**src/rtl/pc_sequencer_pkg.sv**
```systemverilog
// Shared encodings for the fetch PC sequencer: FSM states, EXE correction codes, next-PC sources.
// Pure definitions; no latency or stall behaviour of its own.
package pc_sequencer_pkg;

    localparam int PC_W_DEF = 11;

    localparam logic [1:0] ST_BOOT   = 2'd0;
    localparam logic [1:0] ST_RUN    = 2'd1;
    localparam logic [1:0] ST_SQUASH = 2'd2;

    localparam logic [1:0] CORR_CNI = 2'b10;
    localparam logic [1:0] CORR_PBT = 2'b11;

    typedef enum logic [1:0] {
        SRC_SEQ = 2'd0,
        SRC_IF  = 2'd1,
        SRC_ID  = 2'd2,
        SRC_EXE = 2'd3
    } pc_src_e;

    function automatic logic [15:0] sat_inc16(input logic [15:0] v);
        return (v == 16'hFFFF) ? v : v + 16'd1;
    endfunction

endpackage

```
**src/rtl/pc_next_mux.sv**
```systemverilog
// Combinational next-fetch-address priority select (EXE > ID > IF > sequential) plus redirect flag.
// Zero latency; with en_i low it reports no redirect so a stalled pipe never looks redirected.
module pc_next_mux
    import pc_sequencer_pkg::*;
#(
    parameter int PC_W = PC_W_DEF
) (
    input  logic            en_i,
    input  logic [PC_W-1:0] if_pc_i,
    input  logic            if_valid_i,
    input  logic            if_prediction_i,
    input  logic [PC_W-1:0] if_pbt_i,
    input  logic            id_valid_i,
    input  logic            id_is_jump_i,
    input  logic            id_jump_in_bht_i,
    input  logic [PC_W-1:0] id_branchtarget_i,
    input  logic            exe_valid_i,
    input  logic [1:0]      exe_correction_i,
    input  logic [PC_W-1:0] exe_pbt_i,
    input  logic [PC_W-1:0] exe_cni_i,
    output logic [PC_W-1:0] next_pc_o,
    output pc_src_e         src_o,
    output logic            redirect_o
);

    localparam logic [PC_W-1:0] PC_ONE = {{(PC_W-1){1'b0}}, 1'b1};

    always_comb begin
        src_o     = SRC_SEQ;
        next_pc_o = if_pc_i + PC_ONE;
        // A bubble in EXE or ID must never steer fetch, hence the valid qualifiers.
        if (exe_valid_i && (exe_correction_i == CORR_PBT)) begin
            src_o     = SRC_EXE;
            next_pc_o = exe_pbt_i;
        end else if (exe_valid_i && (exe_correction_i == CORR_CNI)) begin
            src_o     = SRC_EXE;
            next_pc_o = exe_cni_i;
        end else if (id_is_jump_i && id_valid_i && !id_jump_in_bht_i) begin
            src_o     = SRC_ID;
            next_pc_o = id_branchtarget_i;
        end else if (if_prediction_i && if_valid_i) begin
            src_o     = SRC_IF;
            next_pc_o = if_pbt_i;
        end
    end

    assign redirect_o = en_i && (src_o != SRC_SEQ);

endmodule

```
**src/rtl/pc_sequencer.sv**
```systemverilog
// Owns the fetch PC and the IF->ID->EXE PC/valid pipe; one-cycle PC update, squashes wrong-path slots.
// en low freezes every register; optional saturating event counters under PC_SEQ_PERF_CNT_EN.
module pc_sequencer
    import pc_sequencer_pkg::*;
#(
    parameter int              PC_W     = PC_W_DEF,
    parameter logic [PC_W-1:0] RESET_PC = '0
) (
    input  logic            CLK,
    input  logic            nrst,
    input  logic            en,
    input  logic            if_prediction,
    input  logic [PC_W-1:0] if_PBT,
    input  logic            id_is_jump,
    input  logic            id_jump_in_bht,
    input  logic [PC_W-1:0] id_branchtarget,
    input  logic [1:0]      exe_correction,
    input  logic [PC_W-1:0] exe_PBT,
    input  logic [PC_W-1:0] exe_CNI,
    output logic [PC_W-1:0] if_PC,
    output logic [PC_W-1:0] id_PC,
    output logic [PC_W-1:0] exe_PC,
    output logic            if_valid,
    output logic            id_valid,
    output logic            exe_valid,
    output logic            redirect,
    output logic [1:0]      state
`ifdef PC_SEQ_PERF_CNT_EN
    ,
    output logic [15:0]     perf_mispredict,
    output logic [15:0]     perf_jump_redirect,
    output logic [15:0]     perf_pred_taken
`endif
);

    logic [PC_W-1:0] if_pc_q, if_pc_d;
    logic [PC_W-1:0] id_pc_q, id_pc_d;
    logic [PC_W-1:0] exe_pc_q, exe_pc_d;
    logic            if_valid_q, if_valid_d;
    logic            id_valid_q, id_valid_d;
    logic            exe_valid_q, exe_valid_d;
    logic [1:0]      state_q, state_d;

    logic [PC_W-1:0] mux_next_pc;
    pc_src_e         mux_src;
    logic            mux_redirect;

    pc_next_mux #(
        .PC_W (PC_W)
    ) u_next_mux (
        .en_i              (en),
        .if_pc_i           (if_pc_q),
        .if_valid_i        (if_valid_q),
        .if_prediction_i   (if_prediction),
        .if_pbt_i          (if_PBT),
        .id_valid_i        (id_valid_q),
        .id_is_jump_i      (id_is_jump),
        .id_jump_in_bht_i  (id_jump_in_bht),
        .id_branchtarget_i (id_branchtarget),
        .exe_valid_i       (exe_valid_q),
        .exe_correction_i  (exe_correction),
        .exe_pbt_i         (exe_PBT),
        .exe_cni_i         (exe_CNI),
        .next_pc_o         (mux_next_pc),
        .src_o             (mux_src),
        .redirect_o        (mux_redirect)
    );

    always_comb begin
        if_pc_d     = if_pc_q;
        id_pc_d     = id_pc_q;
        exe_pc_d    = exe_pc_q;
        if_valid_d  = if_valid_q;
        id_valid_d  = id_valid_q;
        exe_valid_d = exe_valid_q;
        state_d     = state_q;
        if (en) begin
            id_pc_d     = if_pc_q;
            exe_pc_d    = id_pc_q;
            id_valid_d  = if_valid_q;
            exe_valid_d = id_valid_q;
            if_valid_d  = 1'b1;
            if_pc_d     = mux_next_pc;
            state_d     = ST_RUN;
            if (state_q == ST_BOOT) begin
                if_pc_d = RESET_PC;
            end else if (mux_src == SRC_EXE) begin
                // Both younger slots were fetched down the wrong path.
                id_valid_d  = 1'b0;
                exe_valid_d = 1'b0;
                state_d     = ST_SQUASH;
            end else if (mux_src == SRC_ID) begin
                id_valid_d  = 1'b0;
            end
        end
    end

    always_ff @(posedge CLK or negedge nrst) begin
        if (!nrst) begin
            if_pc_q     <= RESET_PC;
            id_pc_q     <= '0;
            exe_pc_q    <= '0;
            if_valid_q  <= 1'b0;
            id_valid_q  <= 1'b0;
            exe_valid_q <= 1'b0;
            state_q     <= ST_BOOT;
        end else begin
            if_pc_q     <= if_pc_d;
            id_pc_q     <= id_pc_d;
            exe_pc_q    <= exe_pc_d;
            if_valid_q  <= if_valid_d;
            id_valid_q  <= id_valid_d;
            exe_valid_q <= exe_valid_d;
            state_q     <= state_d;
        end
    end

    assign if_PC     = if_pc_q;
    assign id_PC     = id_pc_q;
    assign exe_PC    = exe_pc_q;
    assign if_valid  = if_valid_q;
    assign id_valid  = id_valid_q;
    assign exe_valid = exe_valid_q;
    assign redirect  = mux_redirect;
    assign state     = state_q;

`ifdef PC_SEQ_PERF_CNT_EN
    logic [15:0] perf_mis_q, perf_mis_d;
    logic [15:0] perf_jmp_q, perf_jmp_d;
    logic [15:0] perf_prd_q, perf_prd_d;

    always_comb begin
        perf_mis_d = perf_mis_q;
        perf_jmp_d = perf_jmp_q;
        perf_prd_d = perf_prd_q;
        if (en) begin
            case (mux_src)
                SRC_EXE: perf_mis_d = sat_inc16(perf_mis_q);
                SRC_ID:  perf_jmp_d = sat_inc16(perf_jmp_q);
                SRC_IF:  perf_prd_d = sat_inc16(perf_prd_q);
                default: ;
            endcase
        end
    end

    always_ff @(posedge CLK or negedge nrst) begin
        if (!nrst) begin
            perf_mis_q <= '0;
            perf_jmp_q <= '0;
            perf_prd_q <= '0;
        end else begin
            perf_mis_q <= perf_mis_d;
            perf_jmp_q <= perf_jmp_d;
            perf_prd_q <= perf_prd_d;
        end
    end

    assign perf_mispredict    = perf_mis_q;
    assign perf_jump_redirect = perf_jmp_q;
    assign perf_pred_taken    = perf_prd_q;
`endif

endmodule

```
**config.mk**
```make
export PLATFORM = sky130hd
export DESIGN_NAME = pc_sequencer
export DESIGN_NICKNAME = d
export VERILOG_FILES = /design/src/rtl/pc_sequencer_pkg.sv /design/src/rtl/pc_next_mux.sv /design/src/rtl/pc_sequencer.sv
export SDC_FILE = /design/constraint.sdc
export NUM_CORES = 1
export LEC_CHECK = 0
export BUFFER_PORTS_ARGS = -buffer_cell sky130_fd_sc_hd__buf_2
export CAP_MARGIN = 40
export CORE_ASPECT_RATIO = 2
export CORE_UTILIZATION = 50
export CTS_CLUSTER_SIZE = 25
export DETAILED_ROUTE_END_ITERATION = 16
export PLACE_DENSITY_LB_ADDON = 0.1
export SYNTH_ARGS = -nofsm -noshare
export SYNTH_HDL_FRONTEND = slang
export SYNTH_SLANG_ARGS = --single-unit
```
**constraint.sdc**
```tcl
create_clock -name CLK -period 2.68 [get_ports CLK]
set_input_delay 0.402 -clock CLK [delete_from_list [all_inputs] [get_ports CLK]]
set_output_delay 0.402 -clock CLK [all_outputs]
set_load 0.005 [all_outputs]
```
# [Word level (Yosys, flattened, before mapping)]
# Index checks and enable logic that the tools add are counted.
[op_classes] n_eq_ne=4 addsub=1 n_mux=16 n_reduce_logical=9
[ops] cell="2-to-1 mux 11 bit" count=5
[ops] cell="adder 11 x 1 -> 11 bit (second input constant)" count=1
[ops] cell="2-to-1 mux 2 bit" count=5
[ops] cell="== test 2 bit (second input constant)" count=4
[ops] cell="logical AND 1 bit" count=6
[ops] cell="2-to-1 mux 1 bit" count=6
[ops] cell="zero test 2 bit" count=1
[ops] cell="nonzero test 2 bit" count=1
[ops] cell="zero test 1 bit" count=1
[totals] in_bits=52 elab_cells=37 regBits=38

# [Depth between registers and ports, before layout]
# Gate-level depths: netlist of run 1.
[logic_depth] depth_word=9 depth_mapped=6 depth_no_buf=5

# [Hierarchy]
# Synthesis of run 1 repeated with hierarchy kept, for this count alone.
[unflattened] hier_cells=205 area_unflattened_um2=2119.5
[modules_own_cells] module="pc_sequencer" area_per_inst_um2=1413.9 instances=1 cells_per_inst=89 seq_area_each_um2=950.9
[modules_own_cells] module="pc_next_mux" area_per_inst_um2=705.7 instances=1 cells_per_inst=116 seq_area_each_um2=0.0

# [Least setup slack after synthesis of run 1]
# No wires, ideal clock.
[synth_timing] kind="reg2reg" start="reg if_pc_q[0] (netlist: if_PC[0])" end="reg if_pc_q[10] (netlist: if_PC[10])" t_required_ns=2.615 path_stages_with_launch=6 slack_ns=1.018 t_arrival_ns=1.597 path_buffers=0 setup_ns=0.065 cell_sequence="dfrtp_1 ha_1 nand4_2 or4_1 a31oi_1 a311o_2"
[synth_via] elab_chain_cells=6
[synth_lines] element="start, declared" line="pc_sequencer.sv:36" rtl="logic [PC_W-1:0] if_pc_q, if_pc_d;"
[synth_lines] element="start signal, assigned" line="pc_sequencer.sv:108" rtl="if_pc_q <= if_pc_d;"
[synth_lines] element="adder 11 x 1 -> 11 bit" line="pc_next_mux.sv:30" rtl="next_pc_o = if_pc_i + PC_ONE;"
[synth_lines] element="2-to-1 mux 11 bit" line="pc_next_mux.sv:41" rtl="end else if (if_prediction_i && if_valid_i) begin"
[synth_lines] element="2-to-1 mux 11 bit" line="pc_next_mux.sv:38" rtl="end else if (id_is_jump_i && id_valid_i && !id_jump_in_bht_i) begin"
[synth_lines] element="2-to-1 mux 11 bit" line="pc_next_mux.sv:35" rtl="end else if (exe_valid_i && (exe_correction_i == CORR_CNI)) begin"
[synth_lines] element="2-to-1 mux 11 bit" line="pc_next_mux.sv:32" rtl="if (exe_valid_i && (exe_correction_i == CORR_PBT)) begin"
[synth_lines] element="2-to-1 mux 11 bit" line="pc_sequencer.sv:85" rtl="if (state_q == ST_BOOT) begin"
# Every way passes these cells.
# A chain may end at the register's enable or synchronous reset.

# [Worst setup path in the final report of run 1]
[layout_timing] start="reg exe_valid_q (netlist: exe_valid)" end="out redirect"
[layout_via] elab_chain_cells=5
[layout_lines] element="start, declared" line="pc_sequencer.sv:41" rtl="logic exe_valid_q, exe_valid_d;"
[layout_lines] element="start signal, assigned" line="pc_sequencer.sv:113" rtl="exe_valid_q <= exe_valid_d;"
[layout_lines] element="logical AND 1 bit" line="pc_next_mux.sv:35"
[layout_lines] element="2-to-1 mux 2 bit" line="pc_next_mux.sv:35"
[layout_lines] element="2-to-1 mux 2 bit (*)" line="pc_next_mux.sv:32"
[layout_lines] element="nonzero test 2 bit (*)" line="pc_next_mux.sv:47" rtl="assign redirect_o = en_i && (src_o != SRC_SEQ);"
[layout_lines] element="logical AND 1 bit (*)" line="pc_next_mux.sv:47"
[layout_lines] element="end, declared" line="pc_sequencer.sv:26" rtl="output logic redirect,"
# Every way passes the cells marked *; elsewhere a longest branch is shown, timed or not.

==> results of run 1 <==
[registers in the layout, indices dropped and copies added (netlist names)]
| name | count |
|---|---|
| state | 2 |
| id_PC | 11 |
| if_PC | 11 |
| exe_valid | 1 |
| id_valid | 1 |
| exe_PC | 11 |
| if_valid | 1 |
[final cells by class]
cell class,instances,area share
multi-input combinational,149,0.397
timing repair buffer,91,0.168
sequential,38,0.349
inverter,8,0.0110
clock buffer,5,0.0253
tap,52,0.0239
clock inverter,3,0.0253
[cells by family (layout without fill, tap and decap cells)]
group,after synthesis,in the layout,share of synthesized area
xor+xnor,3,3,0.0124
flops,38,38,0.450
buf+inv,21,107,0.0379
simple gates,47,47,0.120
compound gates,70,70,0.228
mux,28,28,0.146
fa+ha+maj,1,1,0.00592
[layer usage]
| metal | part of all wire | wire [um] | up-vias | global-route usage |
|---|---|---|---|---|
| li1 | - | - | 953 | - |
| met1 | 0.39 | 2060 | 934 | 0.304 |
| met2 | 0.53 | 2800 | 84 | 0.408 |
| met3 | 0.047 | 247 | 15 | 0.0346 |
| met4 | 0.028 | 150 | 0 | 0.120 |
| met5 | 0 | 0 | - | 0 |
[worst max path at each step]
stage,slack [ns],depth (start not counted),to,startpoint
6_report,0.73,3,redirect,exe_valid
5_1_grt,0.65,3,redirect,exe_valid
4_1_cts,0.74,3,redirect,exe_valid
3_5_place_dp,0.83,5,if_PC[10],exe_correction[1]
3_3_place_gp,0.86,5,if_PC[10],exe_correction[1]
2_1_floorplan,1.02,5,if_PC[10],if_PC[0]
[worst reg2reg max path: cells and delay by family, from the launching register on]
kind | cells | cell delay, ns
adder cells (fa/ha/maj) | 1 | 0.26
flip-flops | 1 | 0.47
AND/OR/NAND/NOR | 2 | 0.71
AO/OA/AOI/OAI | 2 | 0.38
[through the flow]
step	setup slack, ns	power [mW]	util	area, um2	hold slack, ns
after floorplan	1.02	1.19	-	2110	0.106
after global placement	0.864	1.46	0.632	2580	0.484
after detailed placement	0.827	1.48	0.632	2580	0.491
after CTS	0.739	2.06	0.666	2720	0.230
after global routing	0.646	2.19	0.666	2720	0.288
final	0.733	2.05	0.666	2720	0.205
[report_power, final]
part | leakage (nW) | total, mW | switching [mW] | internal [mW]
combinational | 0.784 | 0.582 | 0.262 | 0.320
clock | 0.0683 | 0.584 | 0.211 | 0.373
sequential | 0.458 | 0.881 | 0.152 | 0.729
total | 1.31 | 2.05 | 0.625 | 1.42
[cell usage in the layout, fill, tap and decap left out, types with 2 or more instances in the layout]
master and n:
buf_2 90, dfrtp_1 38, mux2_2 22, a21oi_1 15, o21ai_0 15, nand2_1 10, nor2_1 10, inv_1 7
mux2i_1 6, clkbuf_8 5, o21a_1 4, o211ai_1 4, a32o_1 4, or3_1 4, nor3_1 3, nand3_1 3
xor2_1 3, o311ai_0 3, a31oi_1 2, and2_0 2, o221ai_1 2, a21o_1 2, or4_1 2, o31ai_1 2
and3_1 2, o31a_1 2, nor4_1 2, a22oi_1 2, a31o_2 2, bufinv_16 2
==> impl_results.md, run 1 <==
- Non-filler instance count after layout: 346
- Worst-path fanout max: 18
- Worst setup EP type: primary output
- Slew @ Worst Pin: 0.833 ns
- Post-Route Setup TNS: 0 ns
- Core area: 0.00409 mm2
- Multi-input gate area: 0.00108 mm2
- Vias: 1986
- R2r setup slk: 0.80 ns
- CTS clk-pin slew, worst paths: 0.08 ns
- Fill count: 380
- Area leader, netlist: dfrtp_1
- Synth top area share: 0.450
- Largest net degree at the start of global routing: 39
- Post-synthesis sequential area ratio: 0.450
- Via density per instance: 5.74
- Max Slew Vio Count: 0
- Vert. Die Dim: 93.9 um
- Mean area per synthesized cell: 10.2 um2
- Ys Warns: 0
- Max Cap Violations: 0
- WS Path Type: reg2out
- Input/output buffers: 90
- Nets@finish: 346
- GP Congestion: 0.821
- Async S/R FF share, synth: 1.00
- Sequential cell area: 951 um2
- DR WL/cell: 15.2 um
- RSZ-0062 raised after global routing: no
- Diode count: 0
- Placed cells: 338
- Max stage delay on crit path: 0.43 ns
- Critical Path RT: 2.28 ns
- Worst Path Arrival: 1.54 ns
- DP Wirelength: 4.01 mm
- Residual DRC: 0
- Root buffer cell: clkbuf_8
- Final worst path period need: 1.95 ns
- CTS tree: yes
- Io pins: 91
- GRT Residual Overflow: 0
- Yosys reg bits: 38
- Max Root-Sink Buffers: 2
- Worst path bufs/invs: 1
- Post-synth net total: 261
- Final wirelength: 5.27 mm
- Post-synth EDFFs: 0
- H-tree Lvls: 2
- FF-to-FF End: if_PC[10]
- Post-Synthesis Cells: 208
- Antenna-violating nets left: 0
- Maximum vdd drop: 0.000408 V
- Slew margin rel.: 0.445
- Share of cells above drive strength 1: 0.435
- Final Hold Viols: 0
- Critical path launch point type: register
- Reg2Reg Depth: 5
- Pwr per Cell Area: 752 mW/mm2
- Hold Buf Count CTS: 0
- Setup bufs post-CTS: 0
- TritonRoute pass-1 iters: 4
- Fin crit share: 0.726
- Synth area leaders: dfrtp_1 (45%), mux2_2 (12%), a21oi_1 (3.6%)
- Count leader, synth: dfrtp_1
- GRT Total Usage: 0.250
- Vias in the first global route: 1766
- Initial antenna violation count: 0
- Ys flop type: dfrtp_1
- Placement Rows: 33
- Kind of cell adding the most delay to the critical path: flip-flops
- Clk sinks: 38
- Synth top cells by count: dfrtp_1 (38), mux2_2 (22), a21oi_1 (15), o21ai_0 (15), clkbuf_1 (12)
- P_leak: 1.31 nW
- Run status: complete, no violations
- Die span in x: 48.0 um
- First-pass GRT wire length: 8.19 mm
- Max Clock Skew: 0.00596 ns
- Post-synth cell types: 51
- Synthesized area: 0.00211 mm2
- Final Setup Violations: 0
- Worst flop-to-flop path startpoint: if_PC[0]
- Fmax: 0.514 GHz
- Die footprint: 0.00450 mm2
- CP Cell Sequence: nand2_1 -> a31oi_1 -> buf_2
- Insertion delay to the later sink of the worst-skew pair: 0.29 ns
- Cts bufs inserted: 5
- PostCTS Resize Cnt: 0
- Hold Crit Class: in2async
- Critical path's slowest cell: dfrtp_1
- Initial Util: 0.517
- Area Overhead vs Synth: 28.9%
- DRT iter0 DRCs: 44
(Power assumes the default switching activity.)
==> run 2: changes to the inputs <==
--- a/config.mk
+++ b/config.mk
@@ -8,7 +8,7 @@
 export BUFFER_PORTS_ARGS = -buffer_cell sky130_fd_sc_hd__buf_2
 export CAP_MARGIN = 40
 export CORE_ASPECT_RATIO = 2
-export CORE_UTILIZATION = 50
+export CORE_UTILIZATION = 43
 export CTS_CLUSTER_SIZE = 25
 export DETAILED_ROUTE_END_ITERATION = 16
 export PLACE_DENSITY_LB_ADDON = 0.1
==> constraint.sdc (replaced) <==
create_clock -name CLK -period 1.59 [get_ports CLK]
set_input_delay 0.2385 -clock CLK [delete_from_list [all_inputs] [get_ports CLK]]
set_output_delay 0.2385 -clock CLK [all_outputs]
set_load 0.005 [all_outputs]
==> run 2 against run 1 <==
  * The flow now finishes with violations (negative setup slack)
  * Register-to-register slack got worse by 0.81 ns
  * First-iteration DRC count down 23%
  * Flip-flop and latch count stayed put
  * Core utilization grew 0.67 points
  * Design area rose by 15%
  * Total power up 85%
  * Routed wire length rose by 15%
  * Die area is 16% higher
  * Final cell count rose by 11%
  * Critical path depth rose by 2
  * Sequential power grew 63%
  * Clock-buffer cell count is 1 higher
  * Largest power group unchanged
  * Highest routed layer unchanged
==> impl_results.md, run 2 (synthesis results as in run 1) <==
- Initial Util: 0.455
- PnR worst setup slack: -0.00597 ns
- Hold Crit Class: in2reg
- Maximum vdd drop: 0.000813 V
- Hold EP: if_PC[9]
- Max stage delay on crit path: 0.53 ns
- Area Overhead vs Synth: 47.9%
- Kind of cell adding the most delay to the critical path: simple AND/OR/NAND/NOR gates
- Vert. Die Dim: 101 um
- Core Util, Final: 0.673
- Reg2Reg Depth: 5
- Max Slew Vio Count: 0
- TritonRoute pass-1 iters: 4
- Pwr per Cell Area: 1210 mW/mm2
- Worst-path fanout max: 6
- Vias in the first global route: 2069
- Final wirelength: 6.04 mm
- Final Hold Viols: 0
- CP Cell Sequence: ha_4 -> nand4_4 -> or4_4 -> a31oi_4 -> a311o_2
- Vias: 2115
- GRT Residual Overflow: 0
- DP Wirelength: 4.75 mm
- Worst path bufs/invs: 0
- Max Clock Skew: 0.00516 ns
- Die footprint: 0.00521 mm2
- Slew margin rel.: 0.763
- P_leak: 1.49 nW
- WS Path Type: reg2reg
- DP Area: 0.00286 mm2
- CTS clk-pin slew, worst paths: 0.07 ns
- Final Setup Violations: 1
- RSZ-0062 raised after global routing: yes
- Worst flop-to-flop path startpoint: if_PC[1]
- Most common cell after layout, fill and taps aside: buf_2
- Critical path's slowest cell: or4_4
- First-pass GRT wire length: 9.54 mm
- Worst setup EP type: register
- Sequential cell area: 958 um2
- Io pins: 91
- R2r setup slk: -0.006 ns
- Max Root-Sink Buffers: 2
- Max Cap Violations: 0
- Fin crit share: 1.00
- Antenna-violating nets left: 0
- Placement Rows: 35
- Insertion delay to the later sink of the worst-skew pair: 0.28 ns
- DRT iter0 DRCs: 34
- Diode count: 0
- Design Area, Final: 0.00312 mm2
- Cts bufs inserted: 5
- Via density per instance: 5.51
- Fmax: 0.627 GHz
- Share of cells above drive strength 1: 0.538
- GRT Total Usage: 0.243
- Residual DRC: 0
- Worst Path Arrival: 1.82 ns
- Largest net degree at the start of global routing: 26
- Input/output buffers: 90
- Initial antenna violation count: 0
- H-tree Lvls: 2
- Die span in x: 51.6 um
- Final worst path period need: 1.60 ns
- FF-to-FF End: if_PC[10]
- Multi-input gate area: 0.00116 mm2
- Critical Path RT: 1.82 ns
- Core area: 0.00464 mm2
- Commonest non-fill, non-tap cells in the layout: buf_2 (90), dfrtp_1 (32), buf_4 (32)
- Clk sinks: 38
- CTS tree: yes
- Beginning of the critical path: if_PC[1]
- Run status: finished, violations left
- Worst hold path startpoint: exe_PBT[9]
- Nets@finish: 381
- Failing checks: negative setup slack
- Slew @ Worst Pin: 0.351 ns
- DP Worst Slack: -0.0311 ns
- DR WL/cell: 15.7 um
- Root buffer cell: clkbuf_8
- Critical path launch point type: register
- GP Congestion: 0.840
- Fill count: 426
- Hold depth: 3
## run 2: cell count changes in the layout (fill, tap and decap cells not counted), moves of 2 or more
cell	before	now
buf_12	0	3
o21ai_0	15	13
o311ai_0	3	1
a31oi_4	0	2
nand2_1	10	8
a31oi_1	2	0
dfrtp_2	0	6
o21ai_1	1	3
buf_4	1	32
o311ai_1	0	2
dfrtp_1	38	32
nand2_2	0	2
## run 2: metal layers
metal,part of all wire,track usage
met1,0.38,0.291
met2,0.56,0.436
met3,0.047,0.0347
met4,0.019,0.0748
met5,0,0
## run 2: layout make-up
class / instances / area share
Clock buffer: 6 / 0.0264
Clock inverter: 2 / 0.0192
Inverter: 8 / 0.00962
Multi-Input combinational cell: 149 / 0.372
Sequential cell: 38 / 0.307
Tap cell: 55 / 0.0220
Timing Repair Buffer: 126 / 0.244
## run 2: timing repair
action	4_1_cts	5_1_grt
endpoints found under the setup margin	4	7
buffers inserted	2	4
gates resized for setup	2	17
hold buffers	1	0
hold endpoints to repair	13	0
pin swaps	1	5
## run 2: how the worst max path moves through the flow
| stage | slack [ns] | cells past startpoint | endpoint |
|---|---|---|---|
| after floorplan | 0.04 | 5 | if_PC[10] |
| after global placement | 0.006 | 5 | if_PC[10] |
| after detailed placement | -0.03 | 5 | if_PC[10] |
| after CTS | 0.02 | 5 | if_PC[0] |
| after global routing | -0.07 | 5 | if_PC[10] |
| final | -0.006 | 5 | if_PC[10] |
## run 2: power by group
group	total, mW	switching, mW	internal, mW
clock network	1.00	0.331	0.669
registers	1.44	0.207	1.24
logic	1.33	0.590	0.744
total	3.78	1.13	2.65
## run 2: tightest hold or removal path: cells and delay by family
family / cells / cell delay [ns]
compound gates: 2 / 0.12
buf+inv: 1 / 0.09
## run 2: metrics by stage
| step | instances | power (mW) | hold slack [ns] | TNS, ns |
|---|---|---|---|---|
| floorplan | 208 | 2.03 | -0.0571 | 0 |
| detailed placement | 369 | 2.72 | 0.162 | -0.0430 |
| CTS | 380 | 3.75 | 0.194 | 0 |
| finish | 384 | 3.78 | 0.199 | -0.00597 |
| global route | 384 | 3.99 | 0.225 | -0.104 |
| global placement | 369 | 2.67 | 0.160 | 0 |
